## config.mk

```make
export PLATFORM = sky130hd
export DESIGN_NAME = mem_access_unit
export DESIGN_NICKNAME = d
export VERILOG_FILES = /design/src/rtl/mem_access_unit.sv
export SDC_FILE = /design/constraint.sdc
export NUM_CORES = 1
export LEC_CHECK = 0
export ABC_AREA = 1
export CORE_AREA = 5 5 98 136
export CTS_CLUSTER_DIAMETER = 80
export DETAILED_ROUTE_END_ITERATION = 8
export DIE_AREA = 0 0 103 141
export PLACE_DENSITY = 0.92
export SETUP_SLACK_MARGIN = 0.15
export SYNTH_ARGS = -nofsm -noshare
export SYNTH_HDL_FRONTEND = slang
export SYNTH_SLANG_ARGS = --single-unit
```

## constraint.sdc

```tcl
create_clock -name clk -period 2.93 [get_ports clk]
set_clock_uncertainty 0.05 [all_clocks]
set_input_delay 0.293 -clock clk [delete_from_list [all_inputs] [get_ports clk]]
set_output_delay 0.293 -clock clk [all_outputs]
set_load 0.05 [all_outputs]
```

## src/rtl/mem_access_unit.sv

```systemverilog
// rtl/mem_access_unit.sv - MEM-stage load/store front-end with sub-word read-modify-write
// Converts byte/half/word requests into aligned word accesses.
module mem_access_unit #(
   parameter int ADDR_W = 32,
   parameter int DATA_W = 32
) (
   input  logic              clk,
   input  logic              rst_n,
   input  logic              req_load,
   input  logic              req_store,
   input  logic [1:0]        size,
   input  logic              uns,
   input  logic [ADDR_W-1:0] addr,
   input  logic [DATA_W-1:0] store_data,
   input  logic [DATA_W-1:0] mem_rd,
   output logic              mem_read,
   output logic              mem_write,
   output logic [ADDR_W-1:0] mem_addr,
   output logic [DATA_W-1:0] mem_wd,
   output logic [DATA_W-1:0] load_data,
   output logic              stall,
   output logic              misalign
);
   localparam logic [0:0] S_IDLE  = 1'b0;
   localparam logic [0:0] S_MERGE = 1'b1;

   logic [0:0]        state_q, state_d;
   logic [DATA_W-1:0] merge_q, merge_d;
   logic [ADDR_W-1:0] addr_q, addr_d;

   logic              is_word, is_half, any_req, bad_align;
   logic              ok_load, ok_store, sub_store;
   logic [ADDR_W-1:0] word_addr;
   logic [DATA_W-1:0] lane_bytes, lane_halves, ext_load, merged;

   // size=11 decodes as word, alignment check included
   assign is_word   = size[1];
   assign is_half   = (size == 2'b01);
   assign any_req   = req_load | req_store;
   assign bad_align = (is_half & addr[0]) | (is_word & (addr[1:0] != 2'b00));
   assign ok_store  = req_store & ~bad_align;
   assign ok_load   = req_load & ~req_store & ~bad_align;
   assign sub_store = ok_store & ~is_word;
   assign word_addr = {addr[ADDR_W-1:2], 2'b00};

   assign lane_bytes  = mem_rd >> {addr[1:0], 3'b000};
   assign lane_halves = mem_rd >> {addr[1], 4'b0000};

   always_comb begin
      ext_load = mem_rd;
      if (!is_word) begin
         if (is_half) begin
            ext_load = {{16{~uns & lane_halves[15]}}, lane_halves[15:0]};
         end else begin
            ext_load = {{24{~uns & lane_bytes[7]}}, lane_bytes[7:0]};
         end
      end
   end

   always_comb begin
      merged = mem_rd;
      if (is_half) begin
         merged[{addr[1], 4'b0000} +: 16] = store_data[15:0];
      end else begin
         merged[{addr[1:0], 3'b000} +: 8] = store_data[7:0];
      end
   end

   always_comb begin
      mem_read  = 1'b0;
      mem_write = 1'b0;
      mem_addr  = '0;
      mem_wd    = '0;
      load_data = '0;
      stall     = 1'b0;
      misalign  = 1'b0;
      state_d   = state_q;
      merge_d   = merge_q;
      addr_d    = addr_q;
      if (state_q == S_MERGE) begin
         mem_write = 1'b1;
         mem_addr  = addr_q;
         mem_wd    = merge_q;
         state_d   = S_IDLE;
      end else begin
         mem_addr = word_addr;
         misalign = any_req & bad_align;
         if (ok_load) begin
            mem_read  = 1'b1;
            load_data = ext_load;
         end else if (ok_store & is_word) begin
            mem_write = 1'b1;
            mem_wd    = store_data;
         end else if (sub_store) begin
            mem_read = 1'b1;
            stall    = 1'b1;
            state_d  = S_MERGE;
            merge_d  = merged;
            addr_d   = word_addr;
         end
      end
      // Outputs go quiet the instant reset asserts so a MERGE write is aborted cleanly
      if (!rst_n) begin
         mem_read  = 1'b0;
         mem_write = 1'b0;
         mem_addr  = '0;
         mem_wd    = '0;
         load_data = '0;
         stall     = 1'b0;
         misalign  = 1'b0;
      end
   end

   always_ff @(posedge clk or negedge rst_n) begin
      if (!rst_n) begin
         state_q <= S_IDLE;
         merge_q <= '0;
         addr_q  <= '0;
      end else begin
         state_q <= state_d;
         merge_q <= merge_d;
         addr_q  <= addr_d;
      end
   end
endmodule
```

* Word level (Yosys, flattened, before mapping)
Index checks and enable logic that the tools add are counted.
** Storage, ports and cells
- Flip-flop bits (word level) :: 63
- Latch bits :: 0
- RAM bits :: 0
- Memory bits (read-only) :: 0
- Bits of input ports :: 103
- Output and inout port bits :: 100
- Logic and storage cells :: 61
- Memories kept :: 0
** Operators by class
- $add $sub $neg :: 2
- Multiply operators :: 0
- Div/mod/pow operators :: 0
- Order comparisons :: 0
- Equal/unequal tests :: 1
- Shift operators :: 6
- Muxes and demuxes :: 28
- Bitwise logic cells :: 19
- Reduce and logical (&&, ||, !) cells :: 2
** Operators by type and width (count)
- 32-bit two-way mux :: 12
- 32-bit bitwise mux :: 2
- 16-bit by 7-bit variable shift with 32-bit output (first input constant) :: 1
- 8-bit by 7-bit variable shift with 32-bit output (first input constant) :: 1
- 16-bit by 7-bit variable part select with 32-bit output :: 1
- 8-bit by 7-bit variable part select with 32-bit output :: 1
- 32-bit by 5-bit >> shifter with 16-bit output :: 1
- 32-bit by 5-bit >> shifter with 8-bit output :: 1
- 1-bit two-way mux :: 14
- 5-bit negation with 7-bit output :: 2
- 1-bit bitwise AND :: 10
- 1-bit NOT :: 7
- 4-bit AND reduction :: 1
- 2-bit by 1-bit == test with 1-bit output (second input constant) :: 1
- 1-bit bitwise OR :: 2
- 2-bit nonzero test :: 1

* Longest topological paths before layout
- Word-level depth :: 11
- Depth in mapped cells :: 14

* Least setup slack after synthesis
OpenSTA, ideal clock, no wires.
- Path type :: input to output
- Start :: input port addr[1]
- End :: output port mem_read
- Arrival time :: 2892 ps
- Required time :: 2587 ps
- Slack :: -305 ps
- Cell stages on the path :: 12
- Buffers on the path :: 4
- Cell sequence :: buf_2 inv_1 buf_2 buf_2 ha_1 inv_2 nand2_1 o21ai_4 nor2_4 nand3_4 buf_2 o21ai_0
** Between the ends
- Cells in the longest elaborated chain, start to end :: 11
- Elaborated cells between the ends (all ways) :: 13
- Those cells by class :: mux: 5; bitwise: 7; reduce/logical: 1
** Ends and longest elaborated chain
- start: declaration :: RTL line 13 : input logic [ADDR_W-1:0] addr,
- 2-bit nonzero test (*) :: RTL line 40 : assign bad_align = (is_half & addr[0]) | (is_word & (addr[1:0] != 2'b00));
- 1-bit bitwise AND (*) :: RTL line 40
- 1-bit bitwise OR (*) :: RTL line 40
- 1-bit NOT (*) :: RTL line 41, 42
- 1-bit bitwise AND :: RTL line 41 : assign ok_store = req_store & ~bad_align;
- 1-bit bitwise AND :: RTL line 43 : assign sub_store = ok_store & ~is_word;
- 1-bit two-way mux :: RTL line 94 : end else if (sub_store) begin
- 1-bit two-way mux :: RTL line 91 : end else if (ok_store & is_word) begin
- 1-bit two-way mux (*) :: RTL line 88 : if (ok_load) begin
- 1-bit two-way mux (*) :: RTL line 80 : if (state_q == S_MERGE) begin
- 1-bit two-way mux (*) :: RTL line 103 : if (!rst_n) begin
- end: declaration :: RTL line 16 : output logic mem_read,
Every way passes the cells marked *; elsewhere a longest branch is shown, timed or not.

* Final worst setup path
- Start :: input port addr[1]
- End :: output port mem_wd[9]
** Between the ends
- Cells in the longest elaborated chain, start to end :: 10
- Elaborated cells between the ends (all ways) :: 11
- Those cells by class :: mux: 4; bitwise: 6; reduce/logical: 1
** Ends and longest elaborated chain
- 2-bit nonzero test (*) :: RTL line 40
- 1-bit bitwise AND (*) :: RTL line 40
- 1-bit bitwise OR (*) :: RTL line 40
- 1-bit NOT (*) :: RTL line 41, 42
- 1-bit bitwise AND :: RTL line 41
- 1-bit bitwise AND :: RTL line 91
- 32-bit two-way mux :: RTL line 91
- 32-bit two-way mux (*) :: RTL line 88
- 32-bit two-way mux (*) :: RTL line 80
- 32-bit two-way mux (*) :: RTL line 103
- end: declaration :: RTL line 19 : output logic [DATA_W-1:0] mem_wd,
Marked as above.

==> results.md <==
* Status: complete, but fails checks
* Failing checks: negative hold slack
* Final hold vios at 2
* Nature of the critical path startpoint: input port
* Max VDD drop at 291 uV
* Fill cell count at 948
* GRT overflow at 0
* Antenna Violating Nets Remaining at 0
* Commonest non-fill, non-tap cell in the layout: nand2_1
* Max Fclk at 0.379 GHz
* CTS Buf Count at 9
* Max-capacitance violation count at 0
* Most frequent cells in the layout: nand2_1 (253), o21ai_0 (133), clkdlybuf4s50_1 (100)
* # diodes at 0
* Clk root buf: clkbuf_16
* Leak at 3.90 nW
* PD cells at 420 mW/mm2
* DIE HEIGHT at 141 um
* Cell total after placement at 1179
* Minimum clock period at 2.64 ns
* Crit Path Class: input port to output port
* Reg2reg setup slack at 0.76 ns
* Slew headroom at 52.3%
* Area after DPL at 0.00793 mm2
* Final Cell Area at 0.00825 mm2
* WL/cell at 15.6 um
* Vias post-DR at 6478
* Gpl congestion at 0.972
* P_int at 2.23 mW
* Finished Core Util at 68.0%
* Post-synth ARST share at 100%
* Layout Cells excl Fill at 1195
* Via-to-Cell Ratio at 5.42
* Vias in the first global route at 5926
* Reg2Reg Depth at 5
* Setup TNS Final at 0 ns
* Setup bufs post-CTS at 0
* Pwr Total at 3.46 mW
* Unrepaired setup endpoints after global routing: false
* CTS Buffer Depth at 2
* Post-synth EDFFs at 0
* CTS sink count at 63
* CP arrival at 2.29 ns
* Synthesized flop and latch total at 63
* Core Area at 0.0121 mm2
* Gr usage total at 25.0%
* Sequential share of power at 33.2%
* Drc violations at 0
* Reg-to-reg endpoint: addr_q[16]
* Ports at 203
* Ys Warns at 0
* Drt first-iter violations at 484
* Net switching power at 1.23 mW
* Final period util at 90.0%
* Distinct cells, synth at 28
* DIE WIDTH at 103 um
* Worst R2R Start: state_q
* Hold_ws at -0.00547 ns
* HP Class: input port to asynchronous set/reset pin
* Max FO, Critical Path at 12
* Initial antenna violation count at 0
* Cell Area, Synth at 0.00526 mm2
* Synth-to-Final Area Change at 56.9%
* Combinational share of power at 36.7%
* Final Net Count at 1148
* Worst Path Required at 2.59 ns
* Post-Synthesis Cells at 871
* CP startpoint: addr[1]
* Mapped Avg Cell Area at 6.03 um2
* Worst-skew pair later-pin latency at 0.32 ns
* Pre-antenna DRT Iters at 5
* Worst-path clk slew at 0.06 ns
* Sw Ratio at 35.6%
* H-tree Lvls at 3
* Port bufs at 200
* Layout cells sized above 1 at 16.5%
* DIE AREA at 0.0145 mm2
* Hold-fix buffers, CTS at 0
* FP Rows at 48
* Starting Density at 43.3%
* Post-Route WL at 18700 um
* HPWL after DPL at 14500 um
* Largest net degree at the start of global routing at 126
* Final setup vio count at 0
* Actual slew at the worst max-slew pin at 0.714 ns
* Most used DFF post-synth: dfrtp_1
* First-pass GRT wire length at 28900 um
* Share of the yosys chip area belonging to registers at 30.0%
* Clock share of power at 30.1%
* CTS tree: built
* Kind of end point of the critical path: output port
* Max Slew Vio Count at 0
==> per-layer routing <==
layer / vias to the layer above / GRT usage (%) / part of all wire, %
li1: 3173 / - / -
met1: 2900 / 30.7 / 38
met2: 344 / 41.2 / 49
met3: 61 / 3.07 / 8.4
met4: 0 / 14.5 / 5.5
met5: - / 0 / 0
==> critical path: stages <==
cell	delay (ns)
clkdlybuf4s50_1	0.49
inv_1	0.08
ha_1	0.21
inv_2	0.06
nand2_1	0.08
o21ai_4	0.15
nor2_4	0.09
o21ai_4	0.31
buf_4	0.26
nor2_1	0.07
buf_4	0.19
==> how the worst max path moves through the flow <==
stage                     to  slack, ns  depth (start not counted)
6_report           mem_wd[9]       0.29                         11
2_1_floorplan  load_data[21]       0.07                         12
4_1_cts            mem_wd[8]       0.20                          8
5_1_grt        load_data[28]       0.15                         12
3_3_place_gp      mem_wd[16]       0.30                          8
3_5_place_dp       mem_wd[8]       0.20                          8
==> cell families after synthesis <==
kind of cell	count (synthesis)	synth area share (%)
AND/OR/NAND/NOR	436	34.3
AO/OA/AOI/OAI	234	23.7
other	1	0.0713
flip-flops	63	30.0
buffers and inverters	132	10.7
adder cells (fa/ha/maj)	5	1.19
==> power groups by stage <==
stage / clock network, mW / registers (mW) / logic (mW)
floorplan: 0 / 1.13 / 0.734
CTS: 1.07 / 1.15 / 1.27
finish: 1.04 / 1.15 / 1.27
global placement: 0 / 1.15 / 1.23
global route: 1.10 / 1.17 / 1.38
detailed placement: 0 / 1.16 / 1.26
==> sequential cells by signal (all words and copies together) (netlist names) <==
name,flops
merge_q,32
addr_q,30
state_q,1
==> cell type report <==
type / instances / area [um2] / area share (%)
Timing Repair Buffer: 218 / 2750 / 33.4
Sequential cell: 63 / 1580 / 19.1
Multi-Input combinational cell: 677 / 3160 / 38.3
Clock buffer: 9 / 225 / 2.73
Clock inverter: 7 / 70.1 / 0.850
Tap cell: 150 / 188 / 2.28
Inverter: 71 / 269 / 3.26
==> synth_stat cells, types with 2 or more instances <==
cell / count / share of area [%]
buf_4: 3 / 0.43
nor2_4: 2 / 0.43
a21oi_1: 54 / 5.1
o211ai_1: 23 / 3.3
o21ai_1: 20 / 1.9
or2_2: 14 / 1.7
clkbuf_1: 25 / 1.8
o21ai_0: 134 / 13
buf_6: 3 / 0.64
o21ai_2: 2 / 0.33
ha_1: 5 / 1.2
nand2_1: 253 / 18
dfrtp_1: 63 / 30
buf_2: 21 / 2.0
inv_2: 4 / 0.29
nor2_1: 98 / 7.0
nand3_1: 64 / 6.1
inv_1: 66 / 4.7
buf_1: 7 / 0.50
clkbuf_2: 2 / 0.19
==> repair_timing <==
| action | CTS | global route |
|---|---|---|
| resized for setup | 0 | 7 |
| hold endpoints to repair | 0 | 0 |
| setup endpoints to repair | 0 | 44 |
==> per-stage QoR <==
step	worst slack (ns)	hold slack [ns]
after floorplan	0.0730	-0.0526
after global placement	0.297	0.381
after detailed placement	0.195	0.385
after CTS	0.197	0.0356
after global routing	0.152	0.0526
final	0.294	-0.00547
Note: power is estimated with default switching activity, not from simulation.
